`config.mk`:
```
export PLATFORM = sky130hd
export DESIGN_NAME = cmp_track
export DESIGN_NICKNAME = d
export VERILOG_FILES = /design/src/rtl/cmp_track_pkg.sv /design/src/rtl/cmp_track_core.sv /design/src/rtl/cmp_track.sv
export SDC_FILE = /design/constraint.sdc
export NUM_CORES = 1
export LEC_CHECK = 0
export CAP_MARGIN = 0
export CORE_AREA = 2 2 81 83
export CTS_BUF_LIST = sky130_fd_sc_hd__clkbuf_2
export DETAILED_ROUTE_END_ITERATION = 16
export DIE_AREA = 0 0 83 85
export GPL_ROUTABILITY_DRIVEN = 1
export PLACE_DENSITY = 0.57
export SLEW_MARGIN = 20
export SYNTH_ARGS = -nofsm -noshare
export SYNTH_HDL_FRONTEND = slang
export SYNTH_HIERARCHICAL = 1
export SYNTH_SLANG_ARGS = --single-unit
```
`constraint.sdc`:
```
create_clock -name clk -period 2 [get_ports clk]
set_clock_uncertainty 0.15 [all_clocks]
set_input_delay 0.6 -clock clk [delete_from_list [all_inputs] [get_ports clk]]
set_output_delay 0.6 -clock clk [all_outputs]
set_load 0.05 [all_outputs]
```
`src/rtl/cmp_track_pkg.sv`:
```
// Shared types and defaults for the comparator/tracker block.
// Holds the tracker state encoding and the default operand and counter widths.
package cmp_track_pkg;

    localparam int DEF_WIDTH = 4;
    localparam int DEF_CNT_W = 8;

    typedef enum logic {
        EMPTY = 1'b0,
        TRACK = 1'b1
    } track_state_t;

endpackage

```
`src/rtl/cmp_track_core.sv`:
```
// Combinational comparator: unsigned/signed less-than, equality, and the
// less-than result chosen by mode (1 = two's complement).
module cmp_core #(
    parameter int WIDTH = 4
) (
    input  logic [WIDTH-1:0] x,
    input  logic [WIDTH-1:0] y,
    input  logic             mode,
    output logic             lt_u,
    output logic             lt_s,
    output logic             eq,
    output logic             lt
);

    assign lt_u = (x < y);
    assign lt_s = ($signed(x) < $signed(y));
    assign eq   = (x == y);
    assign lt   = mode ? lt_s : lt_u;

endmodule

```
`src/rtl/cmp_track.sv`:
```
// Two-stage compare pipeline with a running min/max/less-than tracker on A.
// S1 registers the sample; S2 registers the compare results and updates the tracker.
module cmp_track
    import cmp_track_pkg::*;
#(
    parameter int WIDTH = DEF_WIDTH,
    parameter int CNT_W = DEF_CNT_W
) (
    input  logic             clk,
    input  logic             reset,
    input  logic             in_valid,
    input  logic [WIDTH-1:0] a,
    input  logic [WIDTH-1:0] b,
    input  logic             track_signed,
    input  logic             clear,
    output logic             out_valid,
    output logic             ans1,
    output logic             ans2,
    output logic             eq,
    output logic [WIDTH-1:0] min_a,
    output logic [WIDTH-1:0] max_a,
    output logic [CNT_W-1:0] lt_cnt,
    output logic             cnt_sat,
    output logic             have_data
);

    localparam int NUM_LANES = 3;

    logic             s1_valid_reg;
    logic [WIDTH-1:0] s1_a_reg;
    logic [WIDTH-1:0] s1_b_reg;
    logic             s1_signed_reg;

    logic             out_valid_reg;
    logic             ans1_reg;
    logic             ans2_reg;
    logic             eq_reg;

    track_state_t     state_reg, state_next;
    logic [WIDTH-1:0] min_reg, min_next;
    logic [WIDTH-1:0] max_reg, max_next;
    logic [CNT_W-1:0] cnt_reg, cnt_next;

    // Lane 0: a vs b. Lane 1: a vs current min. Lane 2: current max vs a.
    logic [WIDTH-1:0] lane_x    [NUM_LANES];
    logic [WIDTH-1:0] lane_y    [NUM_LANES];
    logic             lane_lt_u [NUM_LANES];
    logic             lane_lt_s [NUM_LANES];
    logic             lane_eq   [NUM_LANES];
    logic             lane_lt   [NUM_LANES];

    assign lane_x[0] = s1_a_reg;
    assign lane_y[0] = s1_b_reg;
    assign lane_x[1] = s1_a_reg;
    assign lane_y[1] = min_reg;
    assign lane_x[2] = max_reg;
    assign lane_y[2] = s1_a_reg;

    genvar gi;
    generate
        for (gi = 0; gi < NUM_LANES; gi++) begin : g_lane
            cmp_core #(
                .WIDTH(WIDTH)
            ) u_core (
                .x    (lane_x[gi]),
                .y    (lane_y[gi]),
                .mode (s1_signed_reg),
                .lt_u (lane_lt_u[gi]),
                .lt_s (lane_lt_s[gi]),
                .eq   (lane_eq[gi]),
                .lt   (lane_lt[gi])
            );
        end
    endgenerate

    always_ff @(posedge clk or negedge reset) begin
        if (!reset) begin
            s1_valid_reg  <= 1'b0;
            s1_a_reg      <= '0;
            s1_b_reg      <= '0;
            s1_signed_reg <= 1'b0;
            out_valid_reg <= 1'b0;
            ans1_reg      <= 1'b0;
            ans2_reg      <= 1'b0;
            eq_reg        <= 1'b0;
        end else begin
            s1_valid_reg  <= in_valid;
            if (in_valid) begin
                s1_a_reg      <= a;
                s1_b_reg      <= b;
                s1_signed_reg <= track_signed;
            end
            // Results hold their last value between completed samples.
            out_valid_reg <= s1_valid_reg;
            if (s1_valid_reg) begin
                ans1_reg <= lane_lt_u[0];
                ans2_reg <= lane_lt_s[0];
                eq_reg   <= lane_eq[0];
            end
        end
    end

    always_ff @(posedge clk or negedge reset) begin
        if (!reset) begin
            state_reg <= EMPTY;
            min_reg   <= '0;
            max_reg   <= '0;
            cnt_reg   <= '0;
        end else begin
            state_reg <= state_next;
            min_reg   <= min_next;
            max_reg   <= max_next;
            cnt_reg   <= cnt_next;
        end
    end

    always_comb begin
        state_next = state_reg;
        min_next   = min_reg;
        max_next   = max_reg;
        cnt_next   = cnt_reg;
        // clear wins over a sample completing on the same edge.
        if (clear) begin
            state_next = EMPTY;
            min_next   = '0;
            max_next   = '0;
            cnt_next   = '0;
        end else if (s1_valid_reg) begin
            case (state_reg)
                EMPTY: begin
                    min_next   = s1_a_reg;
                    max_next   = s1_a_reg;
                    cnt_next   = {{(CNT_W-1){1'b0}}, lane_lt[0]};
                    state_next = TRACK;
                end
                TRACK: begin
                    if (lane_lt[1]) begin
                        min_next = s1_a_reg;
                    end
                    if (lane_lt[2]) begin
                        max_next = s1_a_reg;
                    end
                    if (lane_lt[0] && !(&cnt_reg)) begin
                        cnt_next = cnt_reg + 1'b1;
                    end
                end
                default: state_next = EMPTY;
            endcase
        end
    end

    assign out_valid = out_valid_reg;
    assign ans1      = ans1_reg;
    assign ans2      = ans2_reg;
    assign eq        = eq_reg;
    assign min_a     = min_reg;
    assign max_a     = max_reg;
    assign lt_cnt    = cnt_reg;
    assign cnt_sat   = &cnt_reg;
    assign have_data = (state_reg == TRACK);

endmodule

```
==> results of run 1 <==
-- placed cells by master, fill, tap and decap left out, types with 2 or more instances in the layout --
cell type        instances
clkbuf_2                 7
a21oi_1                  6
nor3b_1                  2
inv_2                    4
nand3_2                  3
o41ai_2                  4
inv_1                   13
buf_6                    2
mux2i_1                  9
dfrtp_2                  8
nand2_1                  3
o21ai_4                  4
buf_12                  22
nor3_2                   5
ha_1                     5
o21ai_2                  6
ha_4                     8
nor2b_1                  4
o21ai_1                  2
nor2_1                   9
mux2_2                  12
clkdlybuf4s50_1         12
dfrtp_1                 23
nand3_1                  6
a21oi_2                  4
nand3b_1                 3
buf_4                   23
-- power by group --
part	switching (uW)	total, uW	leakage [uW]	internal (uW)
clock network	220	315	0.0000330	95.4
logic	409	822	0.000795	413
registers	68.9	751	0.000384	682
-- per-layer routing --
layer  vias to the layer above  routed length [um]  GRT usage  share of wire
met4                         0                  85     0.0492          0.019
met1                       732                1880      0.150           0.41
met2                        30                2390      0.221           0.53
met5                         -                   0          0              0
met3                         9                 188     0.0389          0.041
li1                        723                   -          -              -
-- path summary, 6_finish.rpt --
check                       startpoint          end  cells after the start
setup / recovery           s1_a_reg[2]    lt_cnt[4]                      9
hold / removal             s1_b_reg[1]  s1_b_reg[1]                      1
setup reg to reg           s1_a_reg[2]    lt_cnt[4]                      9
hold reg to reg            s1_b_reg[1]  s1_b_reg[1]                      1
max in group asynchronous        reset    lt_cnt[1]                      2
min in group asynchronous        reset    out_valid                      2
-- critical path: cells and delay by family (launching register included) --
kind / cells / cell delay [ps]
flip-flops: 1 / 450
AO/OA/AOI/OAI: 6 / 890
adder cells (fa/ha/maj): 1 / 250
buffers and inverters: 1 / 140
AND/OR/NAND/NOR: 1 / 120
-- area by class of cell --
type,count,share of cell area
multi-input combinational,113,0.399
timing repair buffer,59,0.260
clock inverter,1,0.00172
tap,77,0.0331
sequential,31,0.270
inverter,18,0.0241
clock buffer,7,0.0120
-- stage by stage --
step	total power, uW	cells	hold slack, ps	area (sq um)
floorplan	1120	165	154	1810
global placement	1410	287	342	2560
detailed placement	1420	287	349	2560
CTS	1850	303	387	2770
global route	2010	306	384	2910
finish	1890	306	384	2910
-- repair_timing --
action / CTS / global route
pin swaps: 11 / 14
gates cloned: 1 / 0
buffers inserted: 7 / 4
setup endpoints to repair: 8 / 18
resized for setup: 22 / 21
==> results.yml, run 1 <==
status:
  status: "finished, violations left"
  violations: "negative setup slack"
floorplanning:
  initial_utilization: 0.285
  die_w_um: 83
  die_height_um: 85
  rows: 29
  core_sq_mm: 0.00620
  dieArea_sq_mm: 0.00706
  num_io_pins: 35
run:
  drv_cap: 0
timing:
  maxSlewViolCount: 0
  min_period_over_period: 1.06
  slew_headroom: 0.781
  worst_pin_slew_ps: 329
  fmax_mhz: 470
  timing.final.ws_setup_ps: -127
  setup_viol: 8
  min_period_ps: 2130
  rsz0062_at_grt: "yes"
  hold_violations: 0
  tns_ps: -480
setup_path:
  cp.arrival_ps: 2230
  path_cells: "ha_4 > a21oi_4 > nand3_2 > o21ai_4 > buf_4 > o21a_4 > o21ai_4 > o21ai_1 > o41ai_2"
  r2r_slack_ps: -130
  required_ps: 2110
  cp_slowest_stage_delay_ps: 450
  worstPathMaxFanout: 5
  crit_path_top_delay_cell: "dfrtp_1"
  critPathKind: "reg2reg"
  crit_path_frequent_cell: "o21ai_4"
  end_kind: "flip-flop"
  cp-start-kind: "flip-flop"
clock_tree:
  htreeDepth: 2
  clk_latency_ps: 370
  clock-sinks: 31
  cts_buffers: 5
  path_clk_slew_ps: 160
  clockRootBuffer: "clkbuf_2"
  cts_tree: "yes"
  cts_hold_buffers: 0
  clk_path_buf_depth: 2
routing:
  viasPerCell: 4.88
  post_drt_wl_per_cell_um: 14.9
  drt-total-wl_um: 4550
  ant_nets: 0
  drtIter0Drc: 63
  vias: 1494
  first_pass_iters: 3
  drt_drc_violations_left: 0
global_route:
  grt_max_degree: 32
  grt_pass1_vias: 1520
  antenna_found_initial: 0
  grt_pass1_wl_um: 7240
  grt_usage: 0.128
  grt_overflow: 0
layout:
  multi_input_area_sq_mm: 0.00116
  regArea_sq_um: 786
  drive_gt1_frac: 0.533
  largest_register_ffs: 8
  nets: 254
  finalCoreUtilization: 0.469
  area_delta_synth_final_pct: 64.4
  antenna_cells: 0
  nFillCells: 577
power_and_ir_drop:
  leakagePower_uw: 0.00121
  vdd_drop_max_mv: 0.316
  powerDensity_mw_per_mm2: 649
logic_synthesis:
  synth_area_sq_mm: 0.00177
  synth_cells: 165
  syn_nets: 191
  yosys_warnings: 6
  avgSynthCellArea_sq_um: 10.7
place:
  place_congestion: 0.865
  port_buffers: 34
  hpwlAfterDp_um: 2890
  pre_cts_ws_ps: -148
min_path:
  hold_path.class: "reg2reg"
No activity file was read; power rests on OpenSTA's default activity.
==> run 2, diff against run 1 <==
- REMOVE_ABC_BUFFERS: default -> 1
==> run 2 against run 1 <==
  * The run still ends with negative setup slack left
  * Sequential power about the same
  * Highest routed layer unchanged
  * Sequential share of layout area decreased by 1.1 points
  * Count of clock-buffer cells in the layout decreased by 2
  * Cell count increased by 3.3%
  * Sequential cell count unchanged
  * Critical endpoint is now cnt_sat
==> results.yml, run 2 (synthesized netlist as in run 1, its figures left out) <==
status:
  status: "finished, violations left"
  violations: "negative setup slack"
global_route:
  grt_pass1_vias: 1612
  grt_max_degree: 32
  grt_overflow: 0
  grt_usage: 0.132
  antenna_found_initial: 0
  grt_pass1_wl_um: 7510
floorplanning:
  core_sq_mm: 0.00620
  num_io_pins: 35
  dieArea_sq_mm: 0.00706
  initial_utilization: 0.285
  die_height_um: 85
  die_w_um: 83
  rows: 29
setup_path:
  reg2reg_from: "s1_b_reg[2]"
  endpoint: "cnt_sat"
  worstPathMaxFanout: 2
  r2r_end: "lt_cnt[2]"
  required_ps: 1250
  crit_start: "lt_cnt[1]"
  cp.arrival_ps: 1320
  end_kind: "primary output"
  cp-start-kind: "flip-flop"
  r2r_cells: 8
  r2r_slack_ps: -60
  critPathKind: "reg2out"
routing:
  drt-total-wl_um: 4540
  met3_length_um: 169
  first_pass_iters: 4
  ant_nets: 0
  wl_met1_um: 2050
  drt_drc_violations_left: 0
  viasPerCell: 4.76
  topRoutingLayerUsed: "met4"
  drtIter0Drc: 84
  route.met2.wl_um: 2260
  vias: 1503
  post_drt_wl_per_cell_um: 14.4
timing:
  rsz0062_at_grt: "yes"
  min_period_over_period: 1.03
  slew_headroom: 0.730
  tns_ps: -201
  setup_viol: 6
  fmax_mhz: 483
  timing.final.ws_setup_ps: -69.7
  hold_violations: 0
  maxSlewViolCount: 0
  min_period_ps: 2070
  worst_pin_slew_ps: 405
clock_tree:
  cts_buffers: 5
  clk_latency_ps: 370
  cts_tree: "yes"
  clockRootBuffer: "clkbuf_2"
  htreeDepth: 2
  clk_path_buf_depth: 2
  path_clk_slew_ps: 150
  clock-sinks: 31
place:
  place_congestion: 0.783
  placed_cell_area_sq_mm: 0.00257
  port_buffers: 34
  hpwlAfterDp_um: 3080
layout:
  layout.cells.most_common: "buf_4"
  drive_gt1_frac: 0.548
  area_delta_synth_final_pct: 69.4
  mostFrequentLayoutCells: "buf_4 (32), dfrtp_1 (29), buf_12 (22)"
  nets: 265
  largest_register_ffs: 8
  antenna_cells: 0
  design_area_sq_mm: 0.00300
power_and_ir_drop:
  leakagePower_uw: 0.00128
  powerDensity_mw_per_mm2: 638
  vdd_drop_max_mv: 0.453
run:
  drv_cap: 0
min_path:
  hold_path.class: "reg2reg"
run 2: changes by cell type in the layout (fill, tap and decap cells not counted), moves of 2 or more:
| cell | previous run | this run |
|---|---|---|
| a21oi_1 | 6 | 2 |
| nand3_2 | 3 | 6 |
| a21oi_2 | 4 | 8 |
| dfrtp_2 | 8 | 2 |
| buf_4 | 23 | 32 |
| nor2b_1 | 4 | 1 |
| dfrtp_1 | 23 | 29 |
| nor2b_2 | 0 | 3 |
| clkbuf_2 | 7 | 5 |
| nand3_1 | 6 | 3 |
| buf_6 | 2 | 5 |
run 2: metrics by stage:
step / util / instances / hold slack (ps) / setup slack (ps) / total power (uW)
after floorplan: - / 161 / 154 / -628 / 1100
after detailed placement: 0.414 / 294 / 353 / -162 / 1430
after global routing: 0.483 / 316 / 399 / -175 / 2030
final: 0.483 / 316 / 379 / -69.7 / 1910
after global placement: 0.414 / 294 / 346 / -101 / 1420
after CTS: 0.453 / 311 / 388 / -133 / 1820
run 2: report_power, final:
group / switching, uW / internal (uW) / total [uW] / leakage (uW)
combinational: 418 / 449 / 868 / 0.000860
sequential: 71.6 / 681 / 753 / 0.000394
clock: 220 / 73.9 / 294 / 0.0000262
total: 710 / 1200 / 1910 / 0.00128
run 2: worst min path at each step:
| stage | start | end | slack [ps] | cells past startpoint |
|---|---|---|---|---|
| 2_1_floorplan | reset | ans1 | 150 | 0 |
| 3_3_place_gp | s1_b_reg[1] | s1_b_reg[1] | 350 | 1 |
| 3_5_place_dp | s1_b_reg[1] | s1_b_reg[1] | 350 | 1 |
| 4_1_cts | s1_b_reg[1] | s1_b_reg[1] | 390 | 1 |
| 5_1_grt | reset | max_a[1] | 400 | 2 |
| 6_report | s1_b_reg[3] | s1_b_reg[3] | 380 | 1 |
run 2: worst max-delay path: stages (launching register included):
cell     delay (ps)
dfrtp_1         430
ha_4            170
nand4_4          90
nor2_4          130
buf_12          150
run 2: per-layer routing:
layer	GRT usage	up-vias
met5	0	-
met4	0.0373	0
met3	0.0389	6
met2	0.227	26
met1	0.160	733
li1	-	738
run 2: repair_timing:
item / 4_1_cts / 5_1_grt
hold buffers: 0 / 0
gates resized for setup: 28 / 30
setup buffers: 10 / 6
endpoints found under the setup margin: 9 / 19
hold endpoints to repair: 0 / 0
pin swaps: 15 / 14
cloned: 0 / 0
run 2: area by class of cell:
type / instances / area [sq um]
fill: 556 / 3210
sequential: 31 / 778
timing repair buffer: 71 / 857
clock inverter: 2 / 8.76
inverter: 18 / 70.1
tap: 77 / 96.3
clock buffer: 5 / 25.0
multi-input combinational: 112 / 1160
